File: src/rtl/aclk_pkg.sv
// Shared types and constants for the alarm-clock keypad controller.
package aclk_pkg;

    localparam int KEY_W = 4;
    localparam logic [KEY_W-1:0] NOKEY = 4'd10;

    typedef enum logic [2:0] {
        SHOW_TIME        = 3'd0,
        KEY_STORED       = 3'd1,
        KEY_WAITED       = 3'd2,
        KEY_ENTRY        = 3'd3,
        SHOW_ALARM       = 3'd4,
        SET_ALARM_TIME   = 3'd5,
        SET_CURRENT_TIME = 3'd6
    } aclk_state_t;

    // Codes 0-9 are digits; 10 and the unused codes 11-15 all mean "no key".
    function automatic logic is_digit(input logic [KEY_W-1:0] k);
        return (k < NOKEY);
    endfunction

endpackage

File: src/rtl/aclk_timeout.sv
// Idle-seconds counter for key entry: counts one_second ticks while enabled,
// saturates at TIMEOUT_SEC and flags the tick that completes the idle period.
module aclk_timeout #(
    parameter int TIMEOUT_SEC = 10
) (
    input  logic clk,
    input  logic reset,
    input  logic clear,
    input  logic tick,
    output logic timeout
);

    localparam int CNT_W = $clog2(TIMEOUT_SEC + 1);
    localparam logic [CNT_W-1:0] CNT_LAST = CNT_W'(TIMEOUT_SEC - 1);
    localparam logic [CNT_W-1:0] CNT_MAX  = CNT_W'(TIMEOUT_SEC);

    logic [CNT_W-1:0] count_q;
    logic [CNT_W-1:0] count_d;

    // Next count: clear wins, otherwise step on each tick until saturated.
    always_comb begin
        count_d = count_q;
        if (clear) begin
            count_d = '0;
        end else if (tick && (count_q != CNT_MAX)) begin
            count_d = count_q + 1'b1;
        end
    end

    // Counter register, forced to zero while reset is low.
    always_ff @(posedge clk or negedge reset) begin
        if (!reset) begin
            count_q <= '0;
        end else begin
            count_q <= count_d;
        end
    end

    assign timeout = !clear && tick && (count_q == CNT_LAST);

endmodule

File: src/rtl/aclk_controller.sv
// Keypad/button sequencer for the alarm clock: Moore FSM that strobes key
// shifts and alarm/time loads and selects what the display shows.
module aclk_controller
    import aclk_pkg::*;
#(
    parameter int TIMEOUT_SEC = 10
) (
    input  logic             clk,
    input  logic             reset,
    input  logic             one_second,
    input  logic [KEY_W-1:0] key,
    input  logic             alarm_button,
    input  logic             time_button,
    output logic             shift,
    output logic             show_new_time,
    output logic             show_a,
    output logic             load_new_a,
    output logic             load_new_c
);

    aclk_state_t state_q;
    aclk_state_t state_d;
    logic        idleClear;
    logic        timeout;
    logic        keyDigit;

    assign keyDigit  = is_digit(key);
    assign idleClear = !((state_q == KEY_WAITED) || (state_q == KEY_ENTRY));

    aclk_timeout #(
        .TIMEOUT_SEC(TIMEOUT_SEC)
    ) u_timeout (
        .clk    (clk),
        .reset  (reset),
        .clear  (idleClear),
        .tick   (one_second),
        .timeout(timeout)
    );

    // State register; reset abandons any entry in progress.
    always_ff @(posedge clk or negedge reset) begin
        if (!reset) begin
            state_q <= SHOW_TIME;
        end else begin
            state_q <= state_d;
        end
    end

    // Next-state logic; a fresh digit outranks a coinciding timeout in KEY_ENTRY.
    always_comb begin
        state_d = SHOW_TIME;
        case (state_q)
            SHOW_TIME: begin
                if (alarm_button)  state_d = SHOW_ALARM;
                else if (keyDigit) state_d = KEY_STORED;
                else               state_d = SHOW_TIME;
            end
            KEY_STORED: state_d = KEY_WAITED;
            KEY_WAITED: begin
                if (!keyDigit)    state_d = KEY_ENTRY;
                else if (timeout) state_d = SHOW_TIME;
                else              state_d = KEY_WAITED;
            end
            KEY_ENTRY: begin
                if (alarm_button)     state_d = SET_ALARM_TIME;
                else if (time_button) state_d = SET_CURRENT_TIME;
                else if (keyDigit)    state_d = KEY_STORED;
                else if (timeout)     state_d = SHOW_TIME;
                else                  state_d = KEY_ENTRY;
            end
            SHOW_ALARM: begin
                if (alarm_button) state_d = SHOW_ALARM;
                else              state_d = SHOW_TIME;
            end
            SET_ALARM_TIME:   state_d = SHOW_TIME;
            SET_CURRENT_TIME: state_d = SHOW_TIME;
            default:          state_d = SHOW_TIME;
        endcase
    end

    // Moore output decode from the current state only.
    always_comb begin
        shift         = 1'b0;
        show_new_time = 1'b0;
        show_a        = 1'b0;
        load_new_a    = 1'b0;
        load_new_c    = 1'b0;
        case (state_q)
            KEY_STORED: begin
                shift         = 1'b1;
                show_new_time = 1'b1;
            end
            KEY_WAITED:       show_new_time = 1'b1;
            KEY_ENTRY:        show_new_time = 1'b1;
            SHOW_ALARM:       show_a        = 1'b1;
            SET_ALARM_TIME:   load_new_a    = 1'b1;
            SET_CURRENT_TIME: load_new_c    = 1'b1;
            default: ;
        endcase
    end

endmodule

File: config.mk
export PLATFORM = sky130hd
export DESIGN_NAME = aclk_controller
export DESIGN_NICKNAME = d
export VERILOG_FILES = /design/src/rtl/aclk_pkg.sv /design/src/rtl/aclk_timeout.sv /design/src/rtl/aclk_controller.sv
export SDC_FILE = /design/constraint.sdc
export NUM_CORES = 1
export LEC_CHECK = 0
export CAP_MARGIN = 30
export CORE_AREA = 2 2 39 41
export CTS_BUF_LIST = sky130_fd_sc_hd__clkbuf_2 sky130_fd_sc_hd__clkbuf_4 sky130_fd_sc_hd__clkbuf_8
export DETAILED_ROUTE_END_ITERATION = 10
export DIE_AREA = 0 0 41 43
export GPL_TIMING_DRIVEN = 0
export PLACE_DENSITY_LB_ADDON = 0.15
export SYNTH_ARGS = -nofsm -noshare
export SYNTH_HDL_FRONTEND = slang
export SYNTH_SLANG_ARGS = --single-unit
export TNS_END_PERCENT = 100
File: constraint.sdc
create_clock -name clk -period 1.85 [get_ports clk]
set_input_delay 0.37 -clock clk [delete_from_list [all_inputs] [get_ports clk]]
set_output_delay 0.37 -clock clk [all_outputs]
set_load 0.01 [all_outputs]
==> impl_metrics.env, run 1 <==
export IMPL_areaGrowthSynthToFinish_pct=33.42
export IMPL_place_hpwl_um=817.5
export IMPL_drive_above_1_share_pct=13.70
export IMPL_clkLatencyLatePin_ns=0.24
export IMPL_yosysWarnings=0
export IMPL_max_freq_ghz=0.5878
export IMPL_cp_top_family="buffers and inverters"
export IMPL_critical_path_max_stage_delay_ns=0.38
export IMPL_antenna_cells=0
export IMPL_drtPass1Iterations=4
export IMPL_ff2ff_setup_slack_ns=0.44
export IMPL_path_buf_inv=2
export IMPL_routabilityCongestion=0.7293
export IMPL_netlist_top_cells_area="dfrtp_1, ha_1, o21ai_0, inv_1, nor3b_1"
export IMPL_regToRegStartpoint="u_timeout.count_q[1]"
export IMPL_rows=14
export IMPL_crit_start="state_q[2]"
export IMPL_syn_avg_cell_area_um2=8.934
export IMPL_avgViaCountPerCell=5.360
export IMPL_mappedNetlistArea_um2=509.2
export IMPL_irDropWorstVdd_uv=475.5
export IMPL_crit_chain="buf_2 -> nor3b_1 -> dlygate4sd2_1"
export IMPL_path_class="register to output pin"
export IMPL_power_leakage_nw=0.3218
export IMPL_hold_viol=0
export IMPL_postCtsHoldBufs=0
export IMPL_grt_overflow=0
export IMPL_cp_slowest_cell="dfrtp_1"
export IMPL_track_usage_pct=14.72
export IMPL_yosysTopAreaCell="dfrtp_1"
export IMPL_antenna_found_initial=0
export IMPL_clk_pin_slew_ns=0.05
export IMPL_ioPinCount=14
export IMPL_critPathMaxFanout=10
export IMPL_maxSlewHeadroom_pct=78.39
export IMPL_cts_tree="yes"
export IMPL_power_density_nw_per_um2=1073
export IMPL_htreeDepth=1
export IMPL_final_setup_skew_ns=0.001435
export IMPL_synth_cells=57
export IMPL_coreArea_um2=1384
export IMPL_drv_cap=0
export IMPL_ys_types=28
export IMPL_num_vias=477
export IMPL_yosysSeqAreaShare_pct=34.40
export IMPL_rsz0062_at_grt="false"
export IMPL_status="completed"
export IMPL_clkSinkCount=7
export IMPL_drc=0
export IMPL_drtIter0Drc=9
export IMPL_die_area_um2=1763
export IMPL_routed_wl_um=1050
export IMPL_setup_viol=0
export IMPL_routedWlPerCell_um=11.80
export IMPL_stdcell_area_um2=679.4
export IMPL_fin_crit_ns=1.701
export IMPL_synth_seq_cells=7
export IMPL_hold_path_class="input port to asynchronous set/reset pin"
export IMPL_endpoint_kind="output pin"
export IMPL_die_height_um=43
export IMPL_cp_arrival_ns=1.33
export IMPL_fin_crit_sh_pct=91.96
export IMPL_whs_ns=0.3882
export IMPL_clock_path_buffers=2
export IMPL_yosysTopAreaCellShare_pct=34.40
export IMPL_synth_fp_nets=69
export IMPL_grt_pass1_vias=427
export IMPL_p_total_mw=0.7291
export IMPL_start_util_pct=36.80
export IMPL_start_kind="register"
export IMPL_worstMarginPinSlew_ns=0.3232
export IMPL_post_dp_cell_area_um2=649.4
export IMPL_die_width_um=41
export IMPL_io_buffer_count=12
export IMPL_cp_required_ns=1.48
export IMPL_cts_made_buffers=3
export IMPL_drv_slew=0
export IMPL_cts_root_buf="clkbuf_4"
export IMPL_grt_max_degree=11
export IMPL_mostFrequentLayoutCells="clkdlybuf4s50_1, dfrtp_1, inv_1"
export IMPL_ant_nets=0
export IMPL_setup_tns_ns=0
export IMPL_grt_pass1_wl_um=1738
export IMPL_nets=86
==> worst register-to-register path: cells and delay by family (launching register included) <==
| kind | cells | cell delay [ns] |
|---|---|---|
| DFF | 1 | 0.42 |
| and+or+nand+nor | 2 | 0.34 |
| AOI/OAI and AO/OA | 1 | 0.34 |
| adders and majority gates | 1 | 0.14 |
| buffers and inverters | 1 | 0.07 |
==> what timing repair did <==
item | in CTS | in global routing
endpoints found under the setup margin | 4 | 1
resized for setup | 5 | 1
setup buffers | 0 | 0
==> report_power, final <==
part | internal [mW] | leakage, nW | switching [mW] | total [mW]
Combinational | 0.169 | 0.210 | 0.200 | 0.368
Sequential | 0.191 | 0.0935 | 0.0212 | 0.212
Clock | 0.0966 | 0.0184 | 0.0516 | 0.148
Total | 0.457 | 0.322 | 0.273 | 0.729
==> cell families (layout without fill, tap and decap cells) <==
logic type	Yosys count	in the layout	share of synthesized area, %
adder cells (fa/ha/maj)	3	3	7.372
flip-flops	7	7	34.40
buffers and inverters	9	25	7.370
multiplexers	1	1	1.966
XOR/XNOR	1	1	1.720
AND/OR/NAND/NOR	22	22	27.28
AO/OA/AOI/OAI	14	14	19.90
==> routing by layer <==
metal / share of wire [%] / wire (µm) / vias up / track usage (%)
li1: - / - / 241 / -
met1: 46 / 482 / 226 / 18.57
met2: 50 / 525 / 10 / 21.25
met3: 4.0 / 42 / 0 / 3.141
met4: 0 / 0 / 0 / 10.00
met5: 0 / 0 / - / 0
==> state kept, by name, summed over array words and instances (netlist names) <==
name and count:
u_timeout.count_q 4, state_q 3
==> final timing paths <==
path	depth (start not counted)	end
worst min-delay path	1	state_q[2]
min in group clk	2	u_timeout.count_q[3]
max in group asynchronous	1	state_q[1]
worst max register to register	5	state_q[1]
worst max-delay path	3	shift
worst min register to register	2	u_timeout.count_q[3]
==> cells in the mapped netlist (all sizes together) <==
cell type / count
nand2: 2
xor2: 1
and2: 1
buf: 3
dfrtp: 7
mux2i: 1
or3: 1
nand3b: 2
ha: 3
nor4: 1
nand4: 1
o31ai: 1
and4b: 1
and3: 1
and3b: 2
nand3: 1
a21oi: 3
o2111ai: 1
o21ba: 1
nor2: 4
nor3b: 3
nand2b: 1
a221o: 1
o21ai: 6
o221ai: 1
nand4b: 1
inv: 6
==> area by class of cell <==
type | instances | area, µm²
clock buffer | 4 | 30.03
multi-input combinational | 41 | 299.0
fill | 148 | 704.4
inverter | 6 | 22.52
buffer | 3 | 15.01
sequential | 7 | 175.2
tap | 16 | 20.02
timing repair buffer | 12 | 117.6
==> stage by stage <==
| step | utilization [%] | setup WS (ns) | instances |
|---|---|---|---|
| detailed placement | 46.93 | 0.1132 | 85 |
| global placement | 46.93 | 0.09629 | 85 |
| global route | 49.10 | 0.05985 | 89 |
| finish | 49.10 | 0.1487 | 89 |
| CTS | 48.92 | 0.004548 | 89 |
| floorplan | - | 0.5492 | 57 |
Power figures use the tool's default switching activity.
==> run 2: changes to the inputs <==
- PLACE_DENSITY_LB_ADDON: 0.15 -> 0.05
==> run 2 against run 1 <==
  * First-iteration DRC count unchanged
  * Clock-buffer cell count stayed put
  * Critical path depth unchanged
  * Clock skew rose by 0.0082 ns
  * Die area is the same
  * Sequential cell count unchanged
  * Non-clock buffer count stayed put
  * Sequential share of layout area rose by 0.14 points
  * Utilization decreased by 0.27 points
  * Setup slack got worse by 0.053 ns
  * Sequential power up 2%
  * Critical path type unchanged
  * Largest power group unchanged
==> impl_metrics.env, run 2 (same netlist as run 1, synthesis figures left out) <==
export IMPL_status="completed"
export IMPL_maxSlewHeadroom_pct=79.48
export IMPL_cp_required_ns=1.48
export IMPL_critPathMaxFanout=10
export IMPL_htreeDepth=1
export IMPL_die_area_um2=1763
export IMPL_nFillCells=147
export IMPL_path_class="register to output pin"
export IMPL_drive_above_1_share_pct=13.70
export IMPL_setup_tns_ns=0
export IMPL_grt_overflow=0
export IMPL_antenna_cells=0
export IMPL_final_setup_skew_ns=0.009675
export IMPL_routed_wl_um=1114
export IMPL_coreArea_um2=1384
export IMPL_whs_ns=0.3584
export IMPL_largestRegisters="u_timeout.count_q: 4 flops, state_q: 3 flops"
export IMPL_cp_arrival_ns=1.38
export IMPL_clkLatencyLatePin_ns=0.26
export IMPL_num_vias=486
export IMPL_die_height_um=43
export IMPL_place_inst=85
export IMPL_start_kind="register"
export IMPL_drc=0
export IMPL_power_leakage_nw=0.3123
export IMPL_hold_viol=0
export IMPL_setup_viol=0
export IMPL_grt_pass1_vias=434
export IMPL_clkSinkCount=7
export IMPL_post_cts_buffers=0
export IMPL_rsz0062_at_grt="false"
export IMPL_grt_pass1_wl_um=1849
export IMPL_hold_path_class="input port to asynchronous set/reset pin"
export IMPL_die_width_um=41
export IMPL_areaGrowthSynthToFinish_pct=32.68
export IMPL_power_density_nw_per_um2=1094
export IMPL_worstMarginPinSlew_ns=0.3069
export IMPL_cts_root_buf="clkbuf_4"
export IMPL_io_buffer_count=12
export IMPL_cts_tree="yes"
export IMPL_fin_crit_ns=1.754
export IMPL_p_total_mw=0.7395
export IMPL_rows=14
export IMPL_clock_path_buffers=2
export IMPL_cts_made_buffers=3
export IMPL_drv_cap=0
export IMPL_track_usage_pct=15.50
export IMPL_irDropWorstVdd_uv=400.6
export IMPL_avgViaCountPerCell=5.461
export IMPL_largest_reg_flops=4
export IMPL_nets=86
export IMPL_ant_nets=0
export IMPL_regToRegStartpoint="u_timeout.count_q[1]"
export IMPL_stdcell_area_um2=675.6
export IMPL_top_register="u_timeout.count_q"
export IMPL_antenna_found_initial=0
export IMPL_stdcell_count=89
export IMPL_r2r_cells=5
export IMPL_max_freq_ghz=0.5700
export IMPL_drtPass1Iterations=4
export IMPL_routabilityCongestion=0.6995
export IMPL_start_util_pct=36.80
export IMPL_place_hpwl_um=854.8
export IMPL_drtIter0Drc=9
export IMPL_mostFrequentLayoutCells="clkdlybuf4s50_1, dfrtp_1, inv_1"
export IMPL_drv_slew=0
export IMPL_post_dp_cell_area_um2=649.4
export IMPL_endpoint_kind="output pin"
export IMPL_ioPinCount=14
export IMPL_clk_pin_slew_ns=0.06
export IMPL_ff2ff_setup_slack_ns=0.39
export IMPL_routedWlPerCell_um=12.52
export IMPL_fin_crit_sh_pct=94.83
export IMPL_r2r_end="state_q[1]"
export IMPL_grt_max_degree=11
## run 2: cell types whose count changed in the layout (fill, tap and decap cells not counted)
cell	change
dlygate4sd2_1	+1
dlymetal6s2s_1	-1
## run 2: area by class of cell
class / instances / area, µm² / area share (%)
inverter: 6 / 22.52 / 3.333
multi-input combinational: 41 / 299.0 / 44.26
sequential: 7 / 175.2 / 25.93
tap: 16 / 20.02 / 2.963
buffer: 3 / 15.01 / 2.222
timing repair buffer: 12 / 113.9 / 16.85
clock buffer: 4 / 30.03 / 4.444
## run 2: critical path: stages (launching register included)
cell	delay, ns
dfrtp_1	0.40
buf_2	0.18
nor3b_1	0.24
dlygate4sd2_1	0.30
## run 2: through the flow
| step | setup slack [ns] | utilization [%] |
|---|---|---|
| 6_report | 0.09562 | 48.82 |
| 5_1_grt | 0.01748 | 48.82 |
| 4_1_cts | 0.09217 | 48.82 |
| 3_5_place_dp | 0.1092 | 46.93 |
| 3_3_place_gp | 0.08588 | 46.93 |
| 2_1_floorplan | 0.5492 | - |
## run 2: routing by layer
metal	global-route usage (%)	part of all wire (%)	vias up
li1	-	-	237
met1	19.54	43	227
met2	23.75	51	20
met3	1.571	4.5	2
met4	10.00	1.9	0
met5	0	0	-
## run 2: worst max path at each step
| stage | from | cells past startpoint | to | slack, ns |
|---|---|---|---|---|
| floorplan | u_timeout.count_q[1] | 5 | state_q[1] | 0.55 |
| global placement | state_q[2] | 3 | shift | 0.09 |
| detailed placement | one_second | 4 | state_q[1] | 0.11 |
| CTS | state_q[2] | 3 | shift | 0.09 |
| global route | state_q[2] | 3 | shift | 0.02 |
| finish | state_q[2] | 3 | shift | 0.1 |
## run 2: what timing repair did
item | in CTS | in global routing
resized for setup | 6 | 0
setup endpoints to repair | 5 | 0
hold buffers | 0 | 0
## run 2: where the power goes
part,switching (mW),internal [mW]
sequential,0.0246,0.191
clock,0.0639,0.0975
combinational,0.199,0.163
==> run 3: changes to the inputs <==
--- a/constraint.sdc
+++ b/constraint.sdc
@@ -3,2 +3,2 @@
 set_output_delay 0.37 -clock clk [all_outputs]
-set_load 0.01 [all_outputs]
+set_load 0.05 [all_outputs]
==> run 3 against run 2 <==
  * Register-to-register slack better by 0.05 ns
  * Sequential share of layout area rose by 0.19 points
  * Sequential cell count unchanged
  * Via count is 2.3% lower
  * Non-clock buffer count is the same
  * Largest cell class unchanged
  * Highest routed layer unchanged
==> impl_metrics.env, run 3 (same netlist as run 1, synthesis figures left out) <==
export IMPL_drtPass1Iterations=3
export IMPL_critPathMaxFanout=9
export IMPL_power_leakage_nw=0.3029
export IMPL_ioPinCount=14
export IMPL_clk_pin_slew_ns=0.06
export IMPL_cp_required_ns=1.48
export IMPL_ant_nets=0
export IMPL_clkLatencyLatePin_ns=0.26
export IMPL_grt_pass1_wl_um=1883
export IMPL_cts_root_buf="clkbuf_4"
export IMPL_io_buffer_count=12
export IMPL_fin_crit_sh_pct=96.45
export IMPL_clock_path_buffers=2
export IMPL_coreArea_um2=1384
export IMPL_cp_slowest_cell="dfrtp_1"
export IMPL_drc=0
export IMPL_ff2ff_setup_slack_ns=0.44
export IMPL_drv_cap=0
export IMPL_mostFrequentLayoutCells="clkdlybuf4s50_1, dfrtp_1, inv_1, buf_2, o21ai_0"
export IMPL_largest_reg_flops=4
export IMPL_rows=14
export IMPL_regToRegStartpoint="u_timeout.count_q[1]"
export IMPL_cp_arrival_ns=1.41
export IMPL_largestRegisters="u_timeout.count_q: 4 flops, state_q: 3 flops"
export IMPL_routedWlPerCell_um=12.71
export IMPL_grt_pass1_vias=452
export IMPL_htreeDepth=1
export IMPL_cts_made_buffers=3
export IMPL_track_usage_pct=15.85
export IMPL_whs_ns=0.3764
export IMPL_cp_top_family="buffers and inverters"
export IMPL_max_freq_ghz=0.5605
export IMPL_crit_start="state_q[1]"
export IMPL_place_hpwl_um=844
export IMPL_die_area_um2=1763
export IMPL_grt_overflow=0
export IMPL_post_cts_buffers=0
export IMPL_r2r_cells=5
export IMPL_power_density_nw_per_um2=1282
export IMPL_routabilityCongestion=0.6910
export IMPL_routed_wl_um=1131
export IMPL_antenna_cells=0
export IMPL_top_register="u_timeout.count_q"
export IMPL_worstMarginPinSlew_ns=0.3381
export IMPL_avgViaCountPerCell=5.337
export IMPL_drv_slew=0
export IMPL_endpoint_kind="output pin"
export IMPL_start_kind="register"
export IMPL_areaGrowthSynthToFinish_pct=31.70
export IMPL_path_class="register to output pin"
export IMPL_setup_tns_ns=0
export IMPL_r2r_end="state_q[1]"
export IMPL_start_util_pct=36.80
export IMPL_clkSinkCount=7
export IMPL_irDropWorstVdd_uv=549.2
export IMPL_critical_path_max_stage_delay_ns=0.36
export IMPL_cts_tree="yes"
export IMPL_final_setup_skew_ns=0.01140
export IMPL_rsz0062_at_grt="false"
export IMPL_maxSlewHeadroom_pct=77.39
export IMPL_drtIter0Drc=11
export IMPL_setup_viol=0
export IMPL_antenna_found_initial=0
export IMPL_nets=86
export IMPL_die_height_um=43
export IMPL_hold_path_class="input port to asynchronous set/reset pin"
export IMPL_crit_chain="buf_2 -> inv_1 -> and3_1 -> clkdlybuf4s15_2"
export IMPL_drive_above_1_share_pct=21.92
export IMPL_path_buf_inv=3
export IMPL_hold_viol=0
export IMPL_grt_max_degree=11
export IMPL_status="completed"
export IMPL_die_width_um=41
export IMPL_fin_crit_ns=1.784
export IMPL_num_vias=475
-- run 3: changes by cell type in the layout (fill, tap and decap cells not counted) --
cell | before | now
clkbuf_2 | 0 | 1
clkdlybuf4s15_2 | 0 | 1
nor2_1 | 3 | 4
nor2_2 | 1 | 0
dlygate4sd2_1 | 5 | 0
nor3b_1 | 3 | 1
buf_2 | 3 | 6
nor3b_2 | 0 | 2
-- run 3: worst max-delay path by stage --
stage,end,slack (ns),depth (start not counted)
2_1_floorplan,load_new_c,0.27,3
3_3_place_gp,show_a,-0.13,4
3_5_place_dp,show_a,-0.13,4
4_1_cts,show_new_time,0.005,4
5_1_grt,load_new_a,0.008,4
6_report,load_new_a,0.07,4
-- run 3: metrics by stage --
stage / setup WS, ns / area (µm²) / instances / util, % / power [mW]
5_1_grt: 0.008117 / 670.6 / 89 / 48.46 / 0.9192
6_report: 0.06577 / 670.6 / 89 / 48.46 / 0.8600
3_5_place_dp: -0.1344 / 659.4 / 85 / 47.65 / 0.7396
2_1_floorplan: 0.2676 / 519.2 / 57 / - / 0.5837
3_3_place_gp: -0.1269 / 659.4 / 85 / 47.65 / 0.7411
4_1_cts: 0.004664 / 693.2 / 89 / 50.09 / 0.8817
-- run 3: cell type report --
class	count	area, µm²
flip-flops and latches	7	175.2
clock buffers	4	30.03
fillers	137	713.2
inverters	6	22.52
plain buffers	3	15.01
multi-input cells	41	306.5
well taps	16	20.02
repair buffers	12	101.3
-- run 3: power breakdown --
part / total (mW) / switching, mW / internal, mW
registers: 0.213 / 0.0217 / 0.191
clock network: 0.157 / 0.0600 / 0.0972
logic: 0.490 / 0.333 / 0.157
-- run 3: timing repair --
action / CTS / global route
hold buffers: 0 / 0
resized for setup: 13 / 8
setup endpoints to repair: 5 / 4
hold endpoints to repair: 0 / 0
-- run 3: routing by layer --
layer	up-vias	share of wire, %	GRT usage, %
li1	240	-	-
met1	222	45	18.73
met2	11	49	25.62
met3	2	6.2	7.853
met4	0	0.27	2.000
met5	-	0	0
